### config.mk
export PLATFORM = sky130hd
export DESIGN_NAME = mem_port_arbiter
export DESIGN_NICKNAME = d
export VERILOG_FILES = /design/src/rtl/mem_port_arbiter.sv
export SDC_FILE = /design/constraint.sdc
export NUM_CORES = 1
export LEC_CHECK = 0
export CORE_UTILIZATION = 32
export CTS_CLUSTER_SIZE = 28
export DETAILED_ROUTE_END_ITERATION = 7
export HOLD_SLACK_MARGIN = 0.02
export PLACE_DENSITY = 0.77
export SLEW_MARGIN = 5
export SYNTH_ARGS = -nofsm -noshare
export SYNTH_HDL_FRONTEND = slang
export SYNTH_SLANG_ARGS = --single-unit
### constraint.sdc
create_clock -name clk -period 2.7 [get_ports clk]
set_input_delay 0.405 -clock clk [delete_from_list [all_inputs] [get_ports clk]]
set_output_delay 0.405 -clock clk [all_outputs]
set_load 0.01 [all_outputs]
### src/rtl/mem_port_arbiter.sv
// Arbitrates one SRAM-like memory port (addr_ok/data_ok handshake) between instruction
// fetch and EX-stage data access; data has priority, results held until the stage advances.
module mem_port_arbiter #(
  parameter int AW = 32,
  parameter int DW = 32
) (
  input  logic            clk,
  input  logic            rst,
  input  logic            flush,
  input  logic            stall_all,
  input  logic            inst_en,
  input  logic [AW-1:0]   inst_addr,
  output logic [DW-1:0]   inst_rdata,
  output logic            inst_stallreq,
  input  logic            data_en,
  input  logic [DW/8-1:0] data_wen,
  input  logic [AW-1:0]   data_addr,
  input  logic [DW-1:0]   data_wdata,
  output logic [DW-1:0]   data_rdata,
  output logic            data_stallreq,
  output logic            mem_req,
  output logic            mem_wr,
  output logic [DW/8-1:0] mem_wstrb,
  output logic [AW-1:0]   mem_addr,
  output logic [DW-1:0]   mem_wdata,
  input  logic            mem_addr_ok,
  input  logic            mem_data_ok,
  input  logic [DW-1:0]   mem_rdata
);

  localparam int SW = DW / 8;

  localparam logic [2:0] S_IDLE   = 3'd0;
  localparam logic [2:0] S_D_ADDR = 3'd1;
  localparam logic [2:0] S_D_DATA = 3'd2;
  localparam logic [2:0] S_I_ADDR = 3'd3;
  localparam logic [2:0] S_I_DATA = 3'd4;

  logic [2:0]    r_state;
  logic [2:0]    w_state_nxt;
  logic          r_mem_wr;
  logic [SW-1:0] r_mem_wstrb;
  logic [AW-1:0] r_mem_addr;
  logic [DW-1:0] r_mem_wdata;
  logic          r_inst_done;
  logic          r_data_done;
  logic [DW-1:0] r_inst_rdata;
  logic [DW-1:0] r_data_rdata;
  logic          r_discard;

  logic w_data_pend;
  logic w_inst_pend;
  logic w_idle_issue;
  logic w_end_txn;
  logic w_keep;
  logic w_keep_data;
  logic w_keep_inst;

  assign w_data_pend  = data_en & ~r_data_done;
  assign w_inst_pend  = inst_en & ~r_inst_done;
  // A flush in IDLE drops whatever the flushed stages were asking for.
  assign w_idle_issue = (r_state == S_IDLE) & ~flush;

  assign w_end_txn   = mem_data_ok & ((r_state == S_D_DATA) | (r_state == S_I_DATA));
  // A flush arriving together with data_ok still drops that result.
  assign w_keep      = w_end_txn & ~r_discard & ~flush;
  assign w_keep_data = w_keep & (r_state == S_D_DATA);
  assign w_keep_inst = w_keep & (r_state == S_I_DATA);

  always_comb begin
    w_state_nxt = r_state;
    case (r_state)
      S_IDLE: begin
        if (w_idle_issue && w_data_pend)      w_state_nxt = S_D_ADDR;
        else if (w_idle_issue && w_inst_pend) w_state_nxt = S_I_ADDR;
      end
      S_D_ADDR: if (mem_addr_ok) w_state_nxt = S_D_DATA;
      S_D_DATA: if (mem_data_ok) w_state_nxt = S_IDLE;
      S_I_ADDR: if (mem_addr_ok) w_state_nxt = S_I_DATA;
      S_I_DATA: if (mem_data_ok) w_state_nxt = S_IDLE;
      default:  w_state_nxt = S_IDLE;
    endcase
  end

  always_ff @(posedge clk) begin
    if (rst) begin
      r_state      <= S_IDLE;
      r_mem_wr     <= 1'b0;
      r_mem_wstrb  <= '0;
      r_mem_addr   <= '0;
      r_mem_wdata  <= '0;
      r_inst_done  <= 1'b0;
      r_data_done  <= 1'b0;
      r_inst_rdata <= '0;
      r_data_rdata <= '0;
      r_discard    <= 1'b0;
    end else begin
      r_state <= w_state_nxt;

      if (w_idle_issue && w_data_pend) begin
        r_mem_wr    <= |data_wen;
        r_mem_wstrb <= data_wen;
        r_mem_addr  <= data_addr;
        r_mem_wdata <= data_wdata;
      end else if (w_idle_issue && w_inst_pend) begin
        r_mem_wr    <= 1'b0;
        r_mem_wstrb <= '0;
        r_mem_addr  <= inst_addr;
      end

      if (w_end_txn)
        r_discard <= 1'b0;
      else if (flush && (r_state != S_IDLE))
        r_discard <= 1'b1;

      if (flush)            r_data_done <= 1'b0;
      else if (w_keep_data) r_data_done <= 1'b1;
      else if (!stall_all)  r_data_done <= 1'b0;

      if (flush)            r_inst_done <= 1'b0;
      else if (w_keep_inst) r_inst_done <= 1'b1;
      else if (!stall_all)  r_inst_done <= 1'b0;

      if (w_keep_data && !r_mem_wr) r_data_rdata <= mem_rdata;
      if (w_keep_inst)              r_inst_rdata <= mem_rdata;
    end
  end

  assign mem_req       = (r_state == S_D_ADDR) | (r_state == S_I_ADDR);
  assign mem_wr        = r_mem_wr;
  assign mem_wstrb     = r_mem_wstrb;
  assign mem_addr      = r_mem_addr;
  assign mem_wdata     = r_mem_wdata;
  assign inst_rdata    = r_inst_rdata;
  assign data_rdata    = r_data_rdata;
  assign inst_stallreq = w_inst_pend;
  assign data_stallreq = w_data_pend;

endmodule

==> run_results.csv, run 1 <==
group,metric,value,unit
status,outcome,"complete, no violations",
layout,fill_cells,1460,
power_and_ir_drop,pwr-share-comb,19.6,%
cts,postCtsHoldBufs,0,
layout,utilization,55.6,%
power_and_ir_drop,seqPwrFrac,42.4,%
cts,clock_path_buffers,2,
route,drc,0,
synthesis,synth-simple-area-share,20.5,%
worst_setup_path,worstPathRequired,2.30,ns
cts,cts.sinks,139,
synthesis,syn_inst,630,
flow_run,cap_violations,0,
layout,nets,1027,
power_and_ir_drop,p_int,3.98,mW
synthesis,syn_nets,770,
sta,fmax,0.448,GHz
synthesis,yosys.area.top_type,"dfxtp_1",
layout,multi_input_area,0.00209,sq mm
sta,hold_violations,0,
cts,cts.htree.levels,4,
route,dr.pass1.iters,4,
sta,worst_slew_pin_slew,0.622,ns
synthesis,synth_compound_area_share,20.0,%
synthesis,ys_seq_elements,139,
synthesis,synth_xor_area_share,0.171,%
synthesis,yosysWarnings,0,
layout,drive_gt1_share,5.12,%
die,num_rows,45,
power_and_ir_drop,p_clk_share,38.0,%
placement,io_buffer_count,275,
die,start_util,33.3,%
worst_setup_path,startpoint,"r_state[0]$_SDFFE_PP0P_",
worst_setup_path,r2r-start,"r_state[2]$_SDFFE_PP0P_",
power_and_ir_drop,netSwitchingPower,1.41,mW
global_route,grt_max_degree,65,
worst_setup_path,crit_arrival,1.83,ns
cts,cts_buffers,17,
synthesis,synth_cell_types,30,
sta,drv_slew,0,
route,finalWirelength,16.1,mm
worst_setup_path,start_kind,"flip-flop",
layout,area_growth,67.0,%
sta,fin_crit,2.23,ns
synthesis,yosysMostFrequentCell,"nand2_1",
cts,ctsResizeCount,0,
synthesis,synth.area.top_cells,"dfxtp_1 54%, nand2_1 14%, a21oi_1 9.9%",
power_and_ir_drop,power_density,629,mW/mm^2
route,antenna_left,0,
sta,rsz0062_at_grt,"no",
cts,cts_root_buffer,"clkbuf_16",
sta,relSlewSlack,58.1,%
cts,cts_tree,"done",
global_route,antenna_found_initial,0,
synthesis,synth_area_per_cell,8.15,sq um
min_path,holdPathStages,2,
cts,clk_pin_slew,0.06,ns
layout,antenna_cells,0,
sta,skew,0.0101,ns
sta,fin_setup_tns,0,ns
min_path,hp-start,"data_rdata[4]$_SDFFE_PP0P_",
synthesis,synth_edf_count,0,
die,core_area,0.0154,sq mm
worst_setup_path,critical_path_class,"reg -> out",
power_and_ir_drop,max-vdd-ir-drop,400,uV
placement,gp_congestion,0.749,
route,drt_iter0_markers,215,
die,die_h,129,um
cts,clock_latency,0.41,ns
die,die_area,0.0166,sq mm
sta,setup_violations,0,
synthesis,synth.area.mux_share,0,%
global_route,grt_pass1_wl,25.4,mm
layout,regArea,0.00278,sq mm
worst_setup_path,worst-path-max-fanout,11,
route,routed_via_density,4.79,
global_route,grt_pass1_vias,5009,
synthesis,synth_top_family_by_area,"simple AND/OR/NAND/NOR gates",
synthesis,synth_ff_type,"dfxtp_1",
power_and_ir_drop,netSwitchingFraction,26.2,%
synthesis,synthAdderAreaFrac,0,%
global_route,grt.overflow.total,0,
synthesis,yosysSeqAreaShare,54.2,%
worst_setup_path,rr_worst_depth,5,
die,pin_count,276,
synthesis,synth_top_area_share,54.2,%
synthesis,syn_area,0.00514,sq mm
route,num_vias,5309,
worst_setup_path,endpoint_kind,"primary output",
placement,hpwl,11.2,mm
synthesis,async_reset_ff_share,0,%
route,wire_per_inst,14.6,um
global_route,grt.total_usage,19.7,%
die,die_w,129,um
power_and_ir_drop,leakage,2.94,nW
sta,post-route-period-util,82.6,%
min_path,hold_class,"reg -> reg",
cts,post-cts-setup-buffers,0,
synthesis,ys_top_cells_by_count,"195 x nand2_1, 139 x dfxtp_1, 102 x a21oi_1, 41 x nor2_1, 36 x clkbuf_1",
sta,whs,0.450,ns
final timing paths:
path	to	slack, ns
worst min-delay path	data_rdata[4]$_SDFFE_PP0P_	0.45
worst max-delay path	mem_req	0.47
worst max register to register	data_rdata[30]$_SDFFE_PP0P_	0.74
worst min register to register	data_rdata[4]$_SDFFE_PP0P_	0.45
power groups by stage:
stage | clock network, mW | logic [mW] | registers, mW
2_1_floorplan | 0 | 0.423 | 2.37
3_3_place_gp | 0 | 1.05 | 2.32
3_5_place_dp | 0 | 1.06 | 2.33
4_1_cts | 2.09 | 1.07 | 2.29
5_1_grt | 2.19 | 1.16 | 2.31
6_report | 2.05 | 1.06 | 2.29
sequential cells by signal (all words and copies together) (netlist names):
name,flops
data_rdata,32
inst_rdata,32
mem_addr,32
mem_wdata,32
mem_wstrb,4
r_state,3
mem_wr,1
r_data_done,1
r_discard,1
r_inst_done,1
per-stage QoR:
stage / worst slack, ns / area, sq um / std cells / total power, mW
after floorplan: 0.956 / 5140 / 630 / 2.79
after global placement: 0.399 / 8070 / 1079 / 3.38
after detailed placement: 0.373 / 8070 / 1079 / 3.39
after CTS: 0.441 / 8580 / 1109 / 5.45
after global routing: 0.327 / 8580 / 1109 / 5.65
final: 0.469 / 8580 / 1109 / 5.39
layout by cell type (no fill, tap or decap):
master / instances
clkinv_2: 4
a22oi_1: 4
and2_1: 1
clkinvlp_4: 1
o22ai_1: 32
nor4_4: 1
or4b_4: 1
buf_12: 4
and4_1: 1
nand4_1: 1
a211oi_1: 35
nor2_1: 41
or3_1: 2
clkdlybuf4s50_1: 274
buf_4: 13
clkbuf_1: 4
dfxtp_1: 139
inv_1: 2
xnor2_1: 1
clkinv_4: 2
nand2_1: 195
clkbuf_16: 17
nand3_1: 1
nor2b_1: 2
nor4_1: 1
nand3b_1: 1
o21a_1: 1
nor3_1: 6
nand2b_1: 3
clkbuf_8: 2
a21oi_1: 102
o21ai_0: 1
o41ai_1: 1
nor3_4: 1
nor3b_1: 1
layer usage:
layer  vias to the layer above  global-route usage, %  part of all wire (%)
met5                         -                      0                     0
met3                        18                   7.69                   8.8
met4                         0                   6.57                   1.5
met1                      2446                   22.6                    40
li1                       2650                      -                     -
met2                       195                   33.6                    50
area by class of cell:
cell class | count | area share [%]
Timing Repair Buffer | 291 | 34.0
Sequential cell | 139 | 32.4
Multi-Input combinational cell | 436 | 24.4
Clock buffer | 23 | 5.45
Tap cell | 211 | 3.08
Clock inverter | 7 | 0.525
Inverter | 2 | 0.0875
worst max-delay path, cell delays in order, from the launching register on:
cell and delay, ns:
dfxtp_1 0.55, nor2b_1 0.28, clkdlybuf4s50_1 0.60
kinds of logic after synthesis:
| logic type | count (synthesis) |
|---|---|
| simple gates | 259 |
| flops | 139 |
| buf+inv | 55 |
| xor+xnor | 1 |
| compound gates | 176 |
Note: power is estimated with default switching activity, not from simulation.
==> run 2: changes to the inputs <==
Settings changed: PLACE_DENSITY 0.77 to 0.79.
Clock period 2.7 ns to 1.89 ns, I/O delays scaled along.
==> run_results.csv, run 2 (same netlist as run 1, synthesis figures left out) <==
group,metric,value,unit
worst_setup_path,worstPathRequired,1.61,ns
sta,skew,0.00649,ns
die,die_area,0.0166,sq mm
worst_setup_path,reg2reg_to,"data_rdata[24]$_SDFFE_PP0P_",
route,antenna_left,0,
worst_setup_path,critPathMaxStageDelay,0.62,ns
worst_setup_path,start_kind,"flip-flop",
route,drc,0,
route,dr.pass1.iters,5,
global_route,grt.overflow.total,0,
worst_setup_path,endpoint_kind,"primary output",
worst_setup_path,worst-path-max-fanout,4,
sta,hold_violations,0,
placement,gp_congestion,0.743,
worst_setup_path,r2r_setup_slack,0.17,ns
sta,worst_slew_pin_slew,0.568,ns
sta,setup_violations,0,
layout,antenna_cells,0,
power_and_ir_drop,power_density,941,mW/mm^2
sta,post-route-period-util,94.3,%
route,wire_per_inst,14.3,um
cts,cts_root_buffer,"clkbuf_16",
layout,instances_no_fill,1119,
worst_setup_path,critical_path_class,"reg -> out",
cts,postCtsHoldBufs,0,
cts,cts_buffers,17,
die,pin_count,276,
route,drt_iter0_markers,227,
cts,cts.htree.levels,4,
worst_setup_path,startpoint,"mem_wr$_SDFFE_PP0P_",
power_and_ir_drop,leakage,3.06,nW
die,die_w,129,um
sta,fmax,0.561,GHz
global_route,grt_pass1_vias,5058,
worst_setup_path,cp.buffers_inverters,1,
worst_setup_path,path_cells,"clkdlybuf4s50_1",
layout,nets,1035,
power_and_ir_drop,total_power,8.31,mW
layout,mostFrequentLayoutCell,"clkdlybuf4s50_1",
cts,cts_tree,"done",
route,finalWirelength,16.0,mm
cts,ctsResizeCount,4,
sta,relSlewSlack,61.7,%
cts,clk_pin_slew,0.06,ns
die,core_area,0.0154,sq mm
layout,drive_gt1_share,6.83,%
worst_setup_path,r2r-start,"r_discard$_SDFFE_PP0P_",
cts,clock_latency,0.42,ns
status,outcome,"complete, no violations",
worst_setup_path,rr_worst_depth,5,
placement,dp_cells,1087,
worst_setup_path,cp.depth,1,
cts,cts.sinks,139,
power_and_ir_drop,max-vdd-ir-drop,562,uV
layout,area_growth,71.8,%
worst_setup_path,worst_path_max_delay_cell,"clkdlybuf4s50_1",
sta,fin_crit,1.78,ns
global_route,grt_pass1_wl,25.2,mm
placement,io_buffer_count,275,
min_path,hold_class,"in -> reg",
cts,clock_path_buffers,2,
flow_run,cap_violations,0,
worst_setup_path,crit_end,"mem_wr",
placement,hpwl,11.5,mm
global_route,antenna_found_initial,0,
route,routed_via_density,4.75,
sta,drv_slew,0,
worst_setup_path,crit_family,"buffers and inverters",
die,die_h,129,um
global_route,grt.total_usage,19.6,%
sta,rsz0062_at_grt,"no",
worst_setup_path,crit_arrival,1.50,ns
route,num_vias,5316,
layout,final_cell_mix,"272 x clkdlybuf4s50_1, 195 x nand2_1, 138 x dfxtp_1",
cts,post-cts-setup-buffers,0,
global_route,grt_max_degree,51,
die,num_rows,45,
die,start_util,33.3,%
==> run 2: routing by layer <==
| metal | routed length, um | track usage [%] |
|---|---|---|
| met5 | 0 | 0 |
| met3 | 1370 | 7.98 |
| met1 | 6410 | 21.7 |
| met4 | 251 | 7.06 |
| met2 | 7970 | 33.8 |
==> run 2: worst min-delay path by stage <==
stage / from / endpoint / depth (start not counted)
finish: rst / r_state[2]$_SDFFE_PP0P_ / 2
global placement: data_rdata[14]$_SDFFE_PP0P_ / data_rdata[14]$_SDFFE_PP0P_ / 2
CTS: rst / r_state[2]$_SDFFE_PP0P_ / 2
global route: rst / mem_wdata[18]$_SDFFE_PP0N_ / 2
floorplan: flush / r_data_done$_SDFFE_PP0P_ / 1
detailed placement: data_rdata[4]$_SDFFE_PP0P_ / data_rdata[4]$_SDFFE_PP0P_ / 2
==> run 2: final cells by class <==
type                       count  area, sq um
clock inverter                15          196
sequential                   139         2780
clock buffer                  17          425
tap                          211          264
multi-input combinational    436         2090
fill                        1373         6600
inverter                       2         7.51
timing repair buffer         299         3050
==> run 2: worst register-to-register path: stages (launching register included) <==
cell	delay, ns
dfxtp_1	0.33
or4b_4	0.53
or3_1	0.40
buf_12	0.18
nand2_1	0.10
a21oi_1	0.06
==> run 2: per-stage QoR <==
| step | utilization (%) | hold WS (ns) | area, sq um | TNS (ns) | setup WS, ns |
|---|---|---|---|---|---|
| floorplan | - | 0.363 | 5140 | 0 | 0.197 |
| CTS | 57.2 | 0.330 | 8820 | 0 | 0.0450 |
| global placement | 53.2 | 0.437 | 8200 | -4.87 | -0.156 |
| global route | 57.2 | 0.355 | 8820 | 0 | 0.0119 |
| finish | 57.2 | 0.343 | 8820 | 0 | 0.107 |
| detailed placement | 53.2 | 0.445 | 8200 | -6.74 | -0.182 |
==> run 2: where the power goes <==
part           internal [mW]  leakage (nW)  switching [mW]
Combinational          0.868          1.63           0.702
Sequential              3.14          1.13           0.120
Clock                   2.20         0.295            1.27
